`src/rtl/operand_fetch.sv`:
```
// operand_fetch: decode-side producer for the ALU operand A/B registers.
// Reads rs_a then (unless use_imm) rs_b from a single-read-port register
// file whose data returns one cycle after the address, and presents opa/opb
// to execute through a valid/ready handshake.
//
// Optional feature: define OPF_BYPASS_EN to capture writeback data instead
// of rf_rdata when wb_en hits the operand index on the capture cycle.
// With the macro undefined the wb_* ports are present but ignored.
//
// Timing (accept edge = E0):
//   reg-reg : ADDR_A (read rs_a) -> ADDR_B (opa back, read rs_b)
//             -> LAST (opb back) -> OUT, op_valid high after E3
//   imm     : ADDR_A -> ADDR_B (opa back, opb<=imm) -> OUT, valid after E2
module operand_fetch #(
  parameter int DW      = 16,
  parameter int AW      = 4,
  parameter bit ZERO_R0 = 1'b1
) (
  input  logic          clk,
  input  logic          rst_n,
  input  logic          req_valid,
  output logic          req_ready,
  input  logic [AW-1:0] rs_a,
  input  logic [AW-1:0] rs_b,
  input  logic          use_imm,
  input  logic [DW-1:0] imm,
  input  logic          flush,
  output logic [AW-1:0] rf_raddr,
  output logic          rf_re,
  input  logic [DW-1:0] rf_rdata,
  input  logic          wb_en,
  input  logic [AW-1:0] wb_addr,
  input  logic [DW-1:0] wb_data,
  output logic [DW-1:0] opa,
  output logic [DW-1:0] opb,
  output logic          op_valid,
  input  logic          op_ready
);

  typedef enum logic [2:0] {
    IDLE   = 3'd0,
    ADDR_A = 3'd1,
    ADDR_B = 3'd2,
    LAST   = 3'd3,
    OUT    = 3'd4
  } state_t;

  state_t        state_q;
  logic [AW-1:0] rs_a_q;
  logic [AW-1:0] rs_b_q;
  logic          use_imm_q;
  logic [DW-1:0] imm_q;
  logic [DW-1:0] opa_q;
  logic [DW-1:0] opb_q;
  logic          op_valid_q;
  logic          rf_re_q;
  logic [AW-1:0] rf_raddr_q;

  // Value that would be captured for each operand this cycle.
  logic [DW-1:0] cap_a_d;
  logic [DW-1:0] cap_b_d;

`ifndef OPF_BYPASS_EN
  // Writeback ports exist for interface compatibility only.
  logic unused_wb;
  assign unused_wb = wb_en ^ (^wb_addr) ^ (^wb_data);
`endif

  // Operand capture mux: register file data, optionally overridden by a
  // same-cycle writeback hit; index 0 forced to zero has the last word.
  always_comb begin
    cap_a_d = rf_rdata;
    cap_b_d = rf_rdata;
`ifdef OPF_BYPASS_EN
    if (wb_en && (wb_addr == rs_a_q)) cap_a_d = wb_data;
    if (wb_en && (wb_addr == rs_b_q)) cap_b_d = wb_data;
`endif
    if (ZERO_R0 && (rs_a_q == '0)) cap_a_d = '0;
    if (ZERO_R0 && (rs_b_q == '0)) cap_b_d = '0;
  end

  // Fetch sequencer; all outputs are registered. rf_re/rf_raddr are set on
  // entry to the state that issues the read, so data lands in the next state.
  always_ff @(posedge clk) begin
    if (!rst_n) begin
      state_q    <= IDLE;
      rs_a_q     <= '0;
      rs_b_q     <= '0;
      use_imm_q  <= 1'b0;
      imm_q      <= '0;
      opa_q      <= '0;
      opb_q      <= '0;
      op_valid_q <= 1'b0;
      rf_re_q    <= 1'b0;
      rf_raddr_q <= '0;
    end else if (flush) begin
      // Abort: operands keep their last values, nothing is presented.
      state_q    <= IDLE;
      op_valid_q <= 1'b0;
      rf_re_q    <= 1'b0;
    end else begin
      case (state_q)
        IDLE: begin
          rf_re_q <= 1'b0;
          if (req_valid) begin
            rs_a_q     <= rs_a;
            rs_b_q     <= rs_b;
            use_imm_q  <= use_imm;
            imm_q      <= imm;
            rf_re_q    <= 1'b1;
            rf_raddr_q <= rs_a;
            state_q    <= ADDR_A;
          end
        end
        ADDR_A: begin
          // Second read only when B comes from the register file.
          if (use_imm_q) begin
            rf_re_q <= 1'b0;
          end else begin
            rf_re_q    <= 1'b1;
            rf_raddr_q <= rs_b_q;
          end
          state_q <= ADDR_B;
        end
        ADDR_B: begin
          opa_q   <= cap_a_d;
          rf_re_q <= 1'b0;
          if (use_imm_q) begin
            opb_q      <= imm_q;
            op_valid_q <= 1'b1;
            state_q    <= OUT;
          end else begin
            state_q <= LAST;
          end
        end
        LAST: begin
          opb_q      <= cap_b_d;
          rf_re_q    <= 1'b0;
          op_valid_q <= 1'b1;
          state_q    <= OUT;
        end
        OUT: begin
          rf_re_q <= 1'b0;
          if (op_ready) begin
            op_valid_q <= 1'b0;
            state_q    <= IDLE;
          end
        end
        default: begin
          rf_re_q    <= 1'b0;
          op_valid_q <= 1'b0;
          state_q    <= IDLE;
        end
      endcase
    end
  end

  assign req_ready = (state_q == IDLE);
  assign rf_re     = rf_re_q;
  assign rf_raddr  = rf_raddr_q;
  assign opa       = opa_q;
  assign opb       = opb_q;
  assign op_valid  = op_valid_q;

endmodule

```
`config.mk`:
```
export PLATFORM = sky130hd
export DESIGN_NAME = operand_fetch
export DESIGN_NICKNAME = d
export VERILOG_FILES = /design/src/rtl/operand_fetch.sv
export SDC_FILE = /design/constraint.sdc
export NUM_CORES = 1
export LEC_CHECK = 0
export CAP_MARGIN = 20
export CELL_PAD_IN_SITES_DETAIL_PLACEMENT = 1
export CELL_PAD_IN_SITES_GLOBAL_PLACEMENT = 1
export CORE_MARGIN = 1.5
export CORE_UTILIZATION = 30
export CTS_CLUSTER_DIAMETER = 120
export CTS_CLUSTER_SIZE = 30
export DETAILED_ROUTE_END_ITERATION = 16
export PLACE_DENSITY_LB_ADDON = 0.1
export REMOVE_ABC_BUFFERS = 1
export SYNTH_ARGS = -nofsm -noshare
export SYNTH_HDL_FRONTEND = slang
export SYNTH_SLANG_ARGS = --single-unit
```
`constraint.sdc`:
```
create_clock -name clk -period 1.4 [get_ports clk]
set_input_delay 0.28 -clock clk [delete_from_list [all_inputs] [get_ports clk]]
set_output_delay 0.28 -clock clk [all_outputs]
set_load 0.03 [all_outputs]
```
==> results_dict.tcl <==
set metrics [dict create \
    placement_rows 36 \
    syn_to_final_growth_pct 48.81 \
    dieWidth_um 103.7 \
    htree_levels 3 \
    wl_um 8881 \
    floorplan.initialDensity_pct 30.99 \
    ioPinCount 106 \
    dp_hpwl_um 6129 \
    via_count_of_the_first_global_routing_pass 2870 \
    post_route_cells_drive_above_1_share_pct 21.84 \
    post_dp_cell_area_um2 4168 \
    grt_setup_unrepaired "true" \
    die_area_um2 10760 \
    cellPowerDensity_nw_per_um2 872.4 \
    worst_path_largest_cell_delay_ns 0.38 \
    outcome "finished, violations left" \
    seq_area_frac_synth_pct 43.42 \
    holdCritPathClass "input port to register" \
    final.min_clock_period_ns 1.427 \
    crit_chain "buf_12 -> nor4b_4 -> o41ai_4 -> buf_4 -> o22ai_2" \
    max-vdd-ir-drop_v 0.0003760 \
    setup.worst_path.end "opa[10]$_SDFFE_PN0P_" \
    cp_data_arrival_time_ns 1.69 \
    clock.fmax_mhz 700.6 \
    setup_violations 5 \
    failed_checks "negative setup slack" \
    core_region_area_um2 9819 \
    clock_sinks 66 \
    slew_viol_final 0 \
    syn_avg_cell_area_um2 9.165 \
    cts_made_buffers 9 \
    cap_violations 0 \
    synth_async_sr_flop_share_pct 0 \
    post-route-worst-setup-slack_ns -0.02728 \
    clkTransAtPathRegs_ns 0.07 \
    maxSlewHeadroom_pct 73.60 \
    max_slew.worst_pin.slew_ns 0.3946 \
    dominantRegCellSynth "dfxtp_1" \
    crit-reg2reg-capture "opa[10]$_SDFFE_PN0P_" \
    cp_data_required_time_ns 1.66 \
    synthesis.yosys.warnings 0 \
    finalNetCount 500 \
    critical_path_class "register to register" \
    power_mw 3.950 \
    floorplan.die.height_um 103.7 \
    avgRoutedWirePerCell_um 15.64 \
    clk-insertion-delay-late_ns 0.34 \
    global_route.usage.total_pct 16.47 \
    ant_nets 0 \
    hold_violations 0 \
    clk_root_buffer_cell "clkbuf_8" \
    detailedRoute.firstPassIterationCount 4 \
    ys_seq_elements 66 \
    antenna_cells_inserted 0 \
    cp_max_delay_cell "nor4b_4" \
    syn_area_um2 3043 \
    cp-start-kind "register" \
    worst_setup_path_startpoint "state_q[0]$_SDFFE_PP0P_" \
    post_synth_edffs 0 \
    global_route.overflow_total 0 \
    crit_path_max_fanout 10 \
    hold-path-cell-count 4 \
    tritoncts_clock_tree "yes" \
    critical_path_buf_inv_count 2 \
    vias_per_cell 4.908 \
    drtIter0Drc 103 \
    origin_of_the_critical_flop_to_flop_path "state_q[0]$_SDFFE_PP0P_" \
    clk_path_buf_depth 2 \
    stdcell_area_um2 4528 \
    clock_skew_ns 0.008463 \
    gpl.final_weighted_congestion 0.7358 \
    grt_max_degree 59 \
    cp_endpoint_kind "register" \
    most-common-layout-cells "nand2_1 (97), dfxtp_1 (61), clkdlybuf4s50_1 (43), mux2i_1 (31), dlygate4sd2_1 (22)" \
    yosysUniqueCellTypes 33 \
    layout.cells.most_common "nand2_1" \
    port-buffer-count 84 \
    worst_path_depth 5 \
    layout_worst_path_cycle_share_pct 101.9 \
    grt_antenna_before_repair 0 \
    timing.critical_path.max_delay_family "simple AND/OR/NAND/NOR gates" \
    reg2reg_setup_slack_ns -0.03 \
    dr_total_vias 2788 \
    remaining_drc_errors 0 \
    post_synth_inst_count 332 \
    global_route_wire_length_before_repair_um 14160 \
    power.leakage_nw 1.862 \
    worst_r2r_path_depth 5 \
]
==> layout make-up <==
type                    count  area [µm²]
repair buffers            121        1214
multi-input cells         234        1650
well taps                 133       166.4
inverters                   1       3.754
fillers                  1168        5291
flip-flops and latches     66        1335
clock buffers              13       158.9
==> cells by family after synthesis <==
kind of cell	count (synthesis)	synth area share, %
AND/OR/NAND/NOR	145	24.42
flip-flops	66	43.42
AO/OA/AOI/OAI	54	15.26
multiplexers	35	11.68
buffers and inverters	32	5.222
==> stage by stage <==
step | hold slack, ns | setup slack, ns | util (%) | TNS, ns | std cells
2_1_floorplan | 0.4182 | -0.8803 | - | -38.31 | 301
3_3_place_gp | 0.4443 | -0.3791 | 42.44 | -17.66 | 545
3_5_place_dp | 0.4407 | -0.4243 | 42.44 | -19.36 | 545
4_1_cts | 0.3779 | -0.05263 | 44.46 | -0.05271 | 562
5_1_grt | 0.4166 | -0.09274 | 46.11 | -1.318 | 568
6_report | 0.3956 | -0.02728 | 46.11 | -0.05758 | 568
==> worst register-to-register path, delay by kind of cell (launching register included) <==
family,cells,cell delay [ns]
compound gates,2,0.29
simple gates,1,0.38
buf+inv,2,0.34
flops,1,0.35
==> worst min-delay path by stage <==
stage,start,to,slack [ns]
after global placement,imm_q[9]$_SDFFE_PN0P_,imm_q[9]$_SDFFE_PN0P_,0.44
after global routing,rst_n,state_q[2]$_SDFFE_PP0P_,0.42
after CTS,rst_n,state_q[2]$_SDFFE_PP0P_,0.38
final,rst_n,state_q[2]$_SDFFE_PP0P_,0.40
after floorplan,rst_n,opb[10]$_SDFFE_PN0P_,0.42
after detailed placement,opb[10]$_SDFFE_PN0P_,opb[10]$_SDFFE_PN0P_,0.44
==> registers in the layout, indices dropped and copies added (netlist names) <==
register / count
imm_q: 16
opa: 16
opb: 16
rf_raddr: 4
rs_a_q: 4
rs_b_q: 4
state_q: 3
op_valid: 1
rf_re: 1
use_imm_q: 1
==> Yosys cell counts, drive strengths merged (5+ instances only) <==
cell	count	share of area [%]
and4b	10	3.3
mux2i	31	10
o221a	10	3.7
nor3	5	0.82
clkbuf	17	2.1
nand4b	6	1.7
nand2	97	12
o21ai	13	2.1
dfxtp	66	43
o21bai	6	1.5
buf	14	3.0
nor2b	14	2.9
a32oi	6	1.7
o22ai	16	5.3
==> report_power, final <==
group	total, mW	leakage (nW)	switching [mW]	internal [mW]
sequential	1.96	0.538	0.0366	1.93
combinational	0.596	1.24	0.278	0.318
clock	1.39	0.0815	0.679	0.713
total	3.95	1.86	0.993	2.96
==> layer usage <==
metal / routed length (µm) / part of all wire [%] / GRT usage, % / up-vias
met3: 377 / 4.2 / 3.272 / 11
li1: - / - / - / 1370
met2: 4183 / 47 / 27.05 / 63
met5: 0 / 0 / 0 / -
met4: 123 / 1.4 / 6.250 / 0
met1: 4197 / 47 / 21.33 / 1344
==> repair_timing <==
action / in CTS / in global routing
cloned: 0 / 3
endpoints found under the setup margin: 68 / 63
pin swaps: 3 / 5
hold buffers: 0 / 0
buffers inserted: 4 / 3
gates resized for setup: 59 / 43
(Power assumes the default switching activity.)
